### src/rtl/hazard_stall_unit_pkg.sv
// Shared core definitions: hazard FSM states and the x0 register constant.
// Reused by the forwarding and decode logic as well as the stall unit.
package hazard_stall_unit_pkg;

   typedef enum logic [1:0] {
      RUN      = 2'd0,
      MEM_WAIT = 2'd1,
      HALT     = 2'd2
   } hz_state_e;

   localparam logic [4:0] REG_ZERO = 5'd0;

   // True when an operand is actually read and names the given register.
   function automatic logic reg_match(logic [4:0] rs, logic use_rs, logic [4:0] rd);
      return use_rs && (rs == rd);
   endfunction

endpackage

### src/rtl/hazard_stall_unit_sat_counter.sv
// Saturating up-counter: advances by one per inc cycle and sticks at all-ones.
module sat_counter
   import hazard_stall_unit_pkg::*;
#(
   parameter int CNT_W = 32
) (
   input  logic             clk,
   input  logic             reset,
   input  logic             inc,
   output logic [CNT_W-1:0] count
);

   always_ff @(posedge clk or posedge reset) begin
      if (reset)
         count <= '0;
      else if (inc && (count != '1))
         count <= count + CNT_W'(1);
   end

endmodule

### src/rtl/hazard_stall_unit.sv
// Hazard detection / stall controller: load-use stalls, branch flushes,
// memory-wait freeze with a watchdog that halts the core on timeout.
module hazard_stall_unit
   import hazard_stall_unit_pkg::*;
#(
   parameter int TIMEOUT = 64,
   parameter int CNT_W   = 32,
   parameter int WAIT_W  = 8
) (
   input  logic             clk,
   input  logic             reset,
   input  logic [4:0]       id_rs1,
   input  logic [4:0]       id_rs2,
   input  logic             id_use_rs1,
   input  logic             id_use_rs2,
   input  logic             id_ex_memread,
   input  logic [4:0]       id_ex_rd,
   input  logic             ex_branch_taken,
   input  logic             dmem_req,
   input  logic             dmem_ready,
   output logic             pc_write,
   output logic             if_id_write,
   output logic             if_id_flush,
   output logic             id_ex_bubble,
   output logic             pipe_freeze,
   output logic             mem_timeout,
   output logic [CNT_W-1:0] stall_cycles,
   output logic [CNT_W-1:0] flush_events,
   output logic [CNT_W-1:0] wait_cycles
);

   hz_state_e         state, state_nxt;
   logic [WAIT_W-1:0] wait_cnt, wait_cnt_nxt;
   logic              timeout_nxt;
   logic              mwait, lu;
   logic              win_wait, win_flush, win_stall;

   assign mwait = dmem_req && !dmem_ready;
   assign lu    = id_ex_memread && (id_ex_rd != REG_ZERO) &&
                  (reg_match(id_rs1, id_use_rs1, id_ex_rd) ||
                   reg_match(id_rs2, id_use_rs2, id_ex_rd));

   always_ff @(posedge clk or posedge reset) begin
      if (reset) begin
         state       <= RUN;
         wait_cnt    <= '0;
         mem_timeout <= 1'b0;
      end else begin
         state       <= state_nxt;
         wait_cnt    <= wait_cnt_nxt;
         mem_timeout <= timeout_nxt;
      end
   end

   always_comb begin
      state_nxt    = state;
      wait_cnt_nxt = wait_cnt;
      timeout_nxt  = mem_timeout;
      case (state)
         RUN: begin
            if (mwait) begin
               state_nxt    = MEM_WAIT;
               wait_cnt_nxt = WAIT_W'(1);
            end
         end
         MEM_WAIT: begin
            if (!mwait) begin
               state_nxt    = RUN;
               wait_cnt_nxt = '0;
            end else if (wait_cnt == WAIT_W'(TIMEOUT - 1)) begin
               state_nxt   = HALT;
               timeout_nxt = 1'b1;
            end else begin
               wait_cnt_nxt = wait_cnt + WAIT_W'(1);
            end
         end
         HALT:    state_nxt = HALT;
         default: state_nxt = RUN;
      endcase
   end

   // Reset presents the idle decode so a pending memory wait cannot keep
   // the pipeline frozen while reset is held.
   always_comb begin
      pc_write     = 1'b1;
      if_id_write  = 1'b1;
      if_id_flush  = 1'b0;
      id_ex_bubble = 1'b0;
      pipe_freeze  = 1'b0;
      win_wait     = 1'b0;
      win_flush    = 1'b0;
      win_stall    = 1'b0;
      if (reset) begin
         pc_write = 1'b1;
      end else if (state == HALT) begin
         pipe_freeze = 1'b1;
         pc_write    = 1'b0;
         if_id_write = 1'b0;
      end else if (mwait) begin
         pipe_freeze = 1'b1;
         pc_write    = 1'b0;
         if_id_write = 1'b0;
         win_wait    = 1'b1;
      end else if (ex_branch_taken) begin
         if_id_flush  = 1'b1;
         id_ex_bubble = 1'b1;
         win_flush    = 1'b1;
      end else if (lu) begin
         pc_write     = 1'b0;
         if_id_write  = 1'b0;
         id_ex_bubble = 1'b1;
         win_stall    = 1'b1;
      end
   end

   sat_counter #(.CNT_W(CNT_W)) u_stall_cnt (
      .clk(clk), .reset(reset), .inc(win_stall), .count(stall_cycles)
   );
   sat_counter #(.CNT_W(CNT_W)) u_flush_cnt (
      .clk(clk), .reset(reset), .inc(win_flush), .count(flush_events)
   );
   sat_counter #(.CNT_W(CNT_W)) u_wait_cnt (
      .clk(clk), .reset(reset), .inc(win_wait), .count(wait_cycles)
   );

endmodule

### config.mk
export PLATFORM = sky130hd
export DESIGN_NAME = hazard_stall_unit
export DESIGN_NICKNAME = d
export VERILOG_FILES = /design/src/rtl/hazard_stall_unit_pkg.sv /design/src/rtl/hazard_stall_unit_sat_counter.sv /design/src/rtl/hazard_stall_unit.sv
export SDC_FILE = /design/constraint.sdc
export NUM_CORES = 1
export LEC_CHECK = 0
export CAP_MARGIN = 20
export CORE_ASPECT_RATIO = 1.5
export CORE_MARGIN = 5
export CORE_UTILIZATION = 50
export DETAILED_ROUTE_END_ITERATION = 10
export HOLD_SLACK_MARGIN = 0.02
export PLACE_DENSITY_LB_ADDON = 0.12
export SLEW_MARGIN = 20
export SYNTH_ARGS = -nofsm -noshare
export SYNTH_HDL_FRONTEND = slang
export SYNTH_SLANG_ARGS = --single-unit
### constraint.sdc
create_clock -name clk -period 5.7 [get_ports clk]
set_clock_uncertainty 0.05 [all_clocks]
set_input_delay 1.14 -clock clk [delete_from_list [all_inputs] [get_ports clk]]
set_output_delay 1.14 -clock clk [all_outputs]
set_load 0.005 [all_outputs]
==> results of run 1 <==
metal layers:
| layer | vias to the layer above | track usage [%] | share of wire (%) |
|---|---|---|---|
| met2 | 104 | 33.5 | 52 |
| met4 | 0 | 6.59 | 2.2 |
| met3 | 22 | 5.11 | 4.4 |
| met1 | 2114 | 25.9 | 41 |
| li1 | 2004 | - | - |
| met5 | - | 0 | 0 |
how the worst max path moves through the flow:
stage / end / startpoint / slack [ns]
after floorplan: pc_write / reset / 0.25
after global placement: if_id_write / id_ex_rd[1] / 1.14
after detailed placement: pc_write / id_ex_rd[2] / 1.11
after CTS: pc_write / id_ex_rd[2] / 1.10
after global routing: if_id_write / id_ex_rd[1] / 1.0
final: pc_write / id_ex_rd[1] / 1.11
logic make-up after synthesis:
| logic type | share of synthesized area (%) |
|---|---|
| AOI/OAI and AO/OA | 4.18 |
| adders and majority gates | 0.949 |
| and+or+nand+nor | 24.6 |
| muxes | 1.02 |
| xor gates and xnor gates | 17.1 |
| DFF | 50.8 |
| buffers and inverters | 1.35 |
per-stage QoR:
stage / utilization (%) / hold slack (ns) / setup WS (ns) / instances / power, W
2_1_floorplan: - / 0.401 / 0.252 / 500 / 0.000931
3_3_place_gp: 63.6 / 0.391 / 1.14 / 759 / 0.00104
3_5_place_dp: 63.6 / 0.405 / 1.11 / 759 / 0.00105
4_1_cts: 66.6 / 0.425 / 1.10 / 775 / 0.00172
5_1_grt: 66.7 / 0.446 / 1.00 / 775 / 0.00178
6_report: 66.7 / 0.420 / 1.11 / 775 / 0.00170
worst reg2reg max path, cell delays in order, from the launching register on:
cell,delay [ns]
dfrtp_1,0.48
ha_1,0.27
nand4_1,0.20
or4_4,0.59
a2111oi_4,0.30
nand4_2,0.18
nor2_2,0.12
xor2_1,0.16
synthesized netlist by cell type (4+ instances only):
cell,instances
nand2b_1,4
xnor2_1,67
buf_2,6
nor2_1,31
dfrtp_1,107
ha_1,4
and4_1,10
o21ai_0,5
and2_1,5
xor2_1,36
inv_1,5
nor3_2,6
nand4_1,34
nor2b_1,6
a21oi_1,8
nor3_1,15
and3_1,13
nand2_1,46
nand3_1,41
o21ai_1,4
power groups by stage:
stage / logic, W / clock network [W] / registers (W)
2_1_floorplan: 0.0000769 / 0 / 0.000854
3_3_place_gp: 0.000182 / 0 / 0.000859
3_5_place_dp: 0.000189 / 0 / 0.000862
4_1_cts: 0.000190 / 0.000680 / 0.000848
5_1_grt: 0.000208 / 0.000720 / 0.000857
6_report: 0.000186 / 0.000665 / 0.000849
sequential cells by signal, summed over array words and instances, names as in the netlist:
name and flops:
mem_timeout 1, u_wait_cnt.count 32, wait_cnt 8, u_stall_cnt.count 32, u_flush_cnt.count 32, state 2
area by class of cell:
class / count / area (um^2) / share of cell area, %
clock buffer: 12 / 246 / 3.53
clock inverter: 4 / 73.8 / 1.06
inverter: 5 / 21.3 / 0.305
multi-input combinational: 377 / 2520 / 36.2
sequential: 107 / 2680 / 38.3
tap: 144 / 180 / 2.58
timing repair buffer: 126 / 1260 / 18.0
==> results.md, run 1 <==
* Slew margin rel. at 50.2%
* Initial antenna violation count at 0
* Residual DRC at 0
* Critical path startpoint category: input pin
* Clock power frac at 39.1%
* Worst VDD drop at 0.161 mV
* Hold crit path type: reg2reg
* Initial detailed-routing violation count at 167
* Slew of the pin with the lowest slew margin at 0.747 ns
* Max-slew violation count at 0
* Die Wd at 93.9 um
* FFs w/ async S/R, synth at 100%
* First-pass GRT wire length at 20.7 mm
* Area grow syn2layout at 32.4%
* Average footprint of a synthesized cell at 10.5 um^2
* Largest stage delay, worst path at 0.56 ns
* Worst-Skew Late Latency at 0.34 ns
* Seq/Total Area, Yosys at 50.8%
* P_int at 0.00130 W
* First-pass DRT Iterations at 4
* Placed wire-length estimate at 9.10 mm
* Reg clk slew, reported paths at 0.07 ns
* Cells on Worst Hold Path at 1
* Cell family with most CP delay: buffers and inverters
* Fillers at 846
* Worst Hold Launch: mem_timeout$_DFFE_PP0P_
* Max_cap viols at 0
* Crit-path slowest cell: clkdlybuf4s50_1
* Post-CTS Setup Bufs at 0
* Antenna diodes at 0
* Yosys reg bits at 107
* Critical Path End Type: output port
* Switch Pwr at 0.000396 W
* Ys flop type: dfrtp_1
* Port bufs at 124
* Leakage at 2.98 nW
* Most frequent cells in the layout: 124 x clkdlybuf4s50_1, 107 x dfrtp_1, 67 x xnor2_1
* Pwr Density at 243 nW/um^2
* Stages on the worst setup path at 7
* Hold_buf cts at 0
* Post-Syn Area at 5270 um^2
* Routed Antenna Nets at 0
* Total Wirelength at 12.5 mm
* Origin of the critical flop-to-flop path: u_wait_cnt.count[0]$_DFFE_PP0P_
* Sequential share of power at 49.9%
* WHS Endpoint: mem_timeout$_DFFE_PP0P_
* R2R cell count at 7
* Synth Instances at 500
* TritonCTS Buffers at 9
* Maximum fanout along the worst path at 3
* Reg2reg end: u_wait_cnt.count[28]$_DFFE_PP0P_
* Final GP Congestion at 0.809
* CP required at 4.51 ns
* H-tree levels at 3
* F_max at 0.218 GHz
* Switch share at 23.3%
* Global route total overflow at 0
* Status: completed
* Most common cell after layout, fill and taps aside: clkdlybuf4s50_1
* CP Class: in2out
* WP data arrival at 3.40 ns
* Final setup vio count at 0
* Placed inst area at 6660 um^2
* Via count at 4244
* Core Region at 10500 um^2
* Fin crit share at 80.6%
* RSZ-0062 raised after global routing: no
* GRT Total Usage at 20.3%
* Unique masters post-synth at 50
* Post-CTS Resized at 0
* Yosys top cell area share at 50.8%
* Syn Nets at 527
* CTS tree: built
* Largest net degree at the start of global routing at 84
* Yosys warns at 0
* Gate power share at 10.9%
* Tmin final at 4.59 ns
* CTS root buf: clkbuf_16
* Cell Rows at 46
* Io pins at 125
* Share of cells above drive strength 1 at 5.39%
* Routed vias/inst at 5.48
* R2R Setup Slk at 3.29 ns
* Clk sinks at 107
* Clock buffer depth at 2
* Initial Utilization at 50.3%
* Vias in the first global route at 4176
* Total die area at 12700 um^2
* Wire length per cell at 16.2 um
* CP Cell Sequence: clkdlybuf4s50_1, or4_1, o21ai_1, nor2b_1, nor2b_1, o21ai_0, clkdlybuf4s50_1
* Final instance area at 6980 um^2
* Number of flops mapped to enable cells by yosys at 0
* Buf/Inv on CP at 2
* Setup TNS Final at 0 ns
* Fin. Hold Viols at 0
* Die height at 136 um
* Final nets at 653
* Top cells by area, synth: dfrtp_1 51%, xnor2_1 11%, xor2_1 6.0%
* Post-synth top area cell: dfrtp_1
Power figures use the tool's default switching activity.
==> run 2: changes to the inputs <==
Settings changed: CORE_UTILIZATION 50 to 45.
Clock period 5.7 ns to 4.2 ns, I/O delays scaled along.
==> run 2 against run 1 <==
- register-to-register slack worse by 1.5 ns
- routed wire length down 1.4%
- via count down 1.3%
- global-route usage down 2.2 points
- design area down 0.56%
- count of clock-buffer cells in the layout down 2
- combinational power up 37%
- setup slack worse by 0.86 ns
- clock power up 18%
- highest routed layer unchanged
==> results.md, run 2 (synthesized netlist as in run 1, its figures left out) <==
* Fin crit share at 94.1%
* Core Region at 11500 um^2
* Final nets at 654
* Total die area at 14000 um^2
* Cell Rows at 48
* Origin of the critical flop-to-flop path: state[1]$_DFFE_PP0P_
* Max_cap viols at 0
* Port bufs at 124
* TritonCTS Buffers at 9
* Share of cells above drive strength 1 at 5.71%
* Clk sinks at 107
* Most frequent cells in the layout: 124 x clkdlybuf4s50_1, 107 x dfrtp_1, 67 x xnor2_1
* Initial Utilization at 45.7%
* Antenna diodes at 0
* Via count at 4190
* Initial antenna violation count at 0
* Worst Setup SP: id_ex_rd[1]
* Pwr Density at 315 nW/um^2
* Worst Hold Launch: mem_timeout$_DFFE_PP0P_
* F_max at 0.253 GHz
* H-tree levels at 3
* Reg clk slew, reported paths at 0.07 ns
* Placed wire-length estimate at 9.13 mm
* Placed inst area at 6680 um^2
* Tmin final at 3.95 ns
* Hold crit path type: reg2reg
* Vias in the first global route at 4254
* Leakage at 2.96 nW
* Largest net degree at the start of global routing at 74
* Initial detailed-routing violation count at 129
* Hold_buf cts at 0
* Final Worst Setup Slack at 0.247 ns
* CTS tree: built
* Final setup vio count at 0
* Post-CTS Setup Bufs at 0
* CTS root buf: clkbuf_16
* Slew margin rel. at 38.3%
* Multi-input gate area in the final layout at 2520 um^2
* Maximum fanout along the worst path at 3
* Wire length per cell at 15.8 um
* Finished Core Util at 60.2%
* DP Worst Slack at 0.257 ns
* Routed Antenna Nets at 0
* Io pins at 125
* RSZ-0062 raised after global routing: no
* Status: completed
* First-pass GRT wire length at 20.8 mm
* Fillers at 985
* CP required at 3.31 ns
* GRT Total Usage at 18.1%
* Critical path startpoint category: input pin
* Area grow syn2layout at 31.7%
* Largest regs: u_flush_cnt.count: 32 flops, u_stall_cnt.count: 32 flops, u_wait_cnt.count: 32 flops
* Worst VDD drop at 0.236 mV
* Fin. Hold Viols at 0
* Slew of the pin with the lowest slew margin at 0.925 ns
* Routed vias/inst at 5.36
* CP Class: in2out
* Die Wd at 98.4 um
* Clock buffer depth at 2
* Register Area at 2680 um^2
* Final GP Congestion at 0.836
* Worst-Skew Late Latency at 0.34 ns
* Final std cells w/o fill at 781
* Most common cell after layout, fill and taps aside: clkdlybuf4s50_1
* WP data arrival at 3.06 ns
* Residual DRC at 0
* Critical Path End Type: output port
* Max-slew violation count at 0
* Global route total overflow at 0
* First-pass DRT Iterations at 4
* Setup TNS Final at 0 ns
* Post-CTS Resized at 0
* Die height at 143 um
* Final instance area at 6950 um^2
* Total Wirelength at 12.4 mm
* Placed Cells at 766
[run 2: cell type report]
class	instances	area share, %
Inverter	5	0.324
Clock buffer	10	3.44
Sequential cell	107	38.6
Tap cell	150	2.70
Clock inverter	5	0.432
Multi-Input combinational cell	377	36.4
Timing Repair Buffer	127	18.2
[run 2: power by group]
part           switching (W)  total (W)  internal [W]  leakage (nW)
Combinational       0.000101   0.000254      0.000153          1.37
Sequential         0.0000739    0.00115       0.00108          1.46
Clock               0.000370   0.000782      0.000412         0.130
[run 2: stage by stage]
stage | total power (W) | hold WS (ns)
floorplan | 0.00126 | 0.401
global placement | 0.00142 | 0.390
detailed placement | 0.00143 | 0.397
CTS | 0.00221 | 0.412
global route | 0.00229 | 0.432
finish | 0.00219 | 0.407
[run 2: worst paths after layout]
kind	to	slack, ns	depth (start not counted)
max	if_id_write	0.25	7
min	mem_timeout$_DFFE_PP0P_	0.41	1
max reg2reg	u_wait_cnt.count[13]$_DFFE_PP0P_	1.82	7
min reg2reg	mem_timeout$_DFFE_PP0P_	0.41	1
max in group asynchronous	u_wait_cnt.count[3]$_DFFE_PP0P_	1.76	4
min in group asynchronous	state[1]$_DFFE_PP0P_	1.06	3
[run 2: routing by layer]
layer,global-route usage [%],share of wire (%),vias to the layer above
met4,5.47,1.7,0
met5,0,0,-
met1,21.7,40,2065
met3,4.22,4.8,16
li1,-,-,2010
met2,32.2,53,99
[run 2: critical path: stages]
cell	delay (ns)
clkdlybuf4s50_1	0.46
or4_1	0.54
o21ai_1	0.21
nor2b_1	0.09
nor2b_1	0.13
o21ai_0	0.23
clkdlybuf4s50_1	0.56
==> run 3: changes to the inputs <==
Settings changed: CTS_CLUSTER_DIAMETER set to 150.
==> results of run 3 <==
Same layout as run 2: the final DEF is identical, and so are final timing and power.
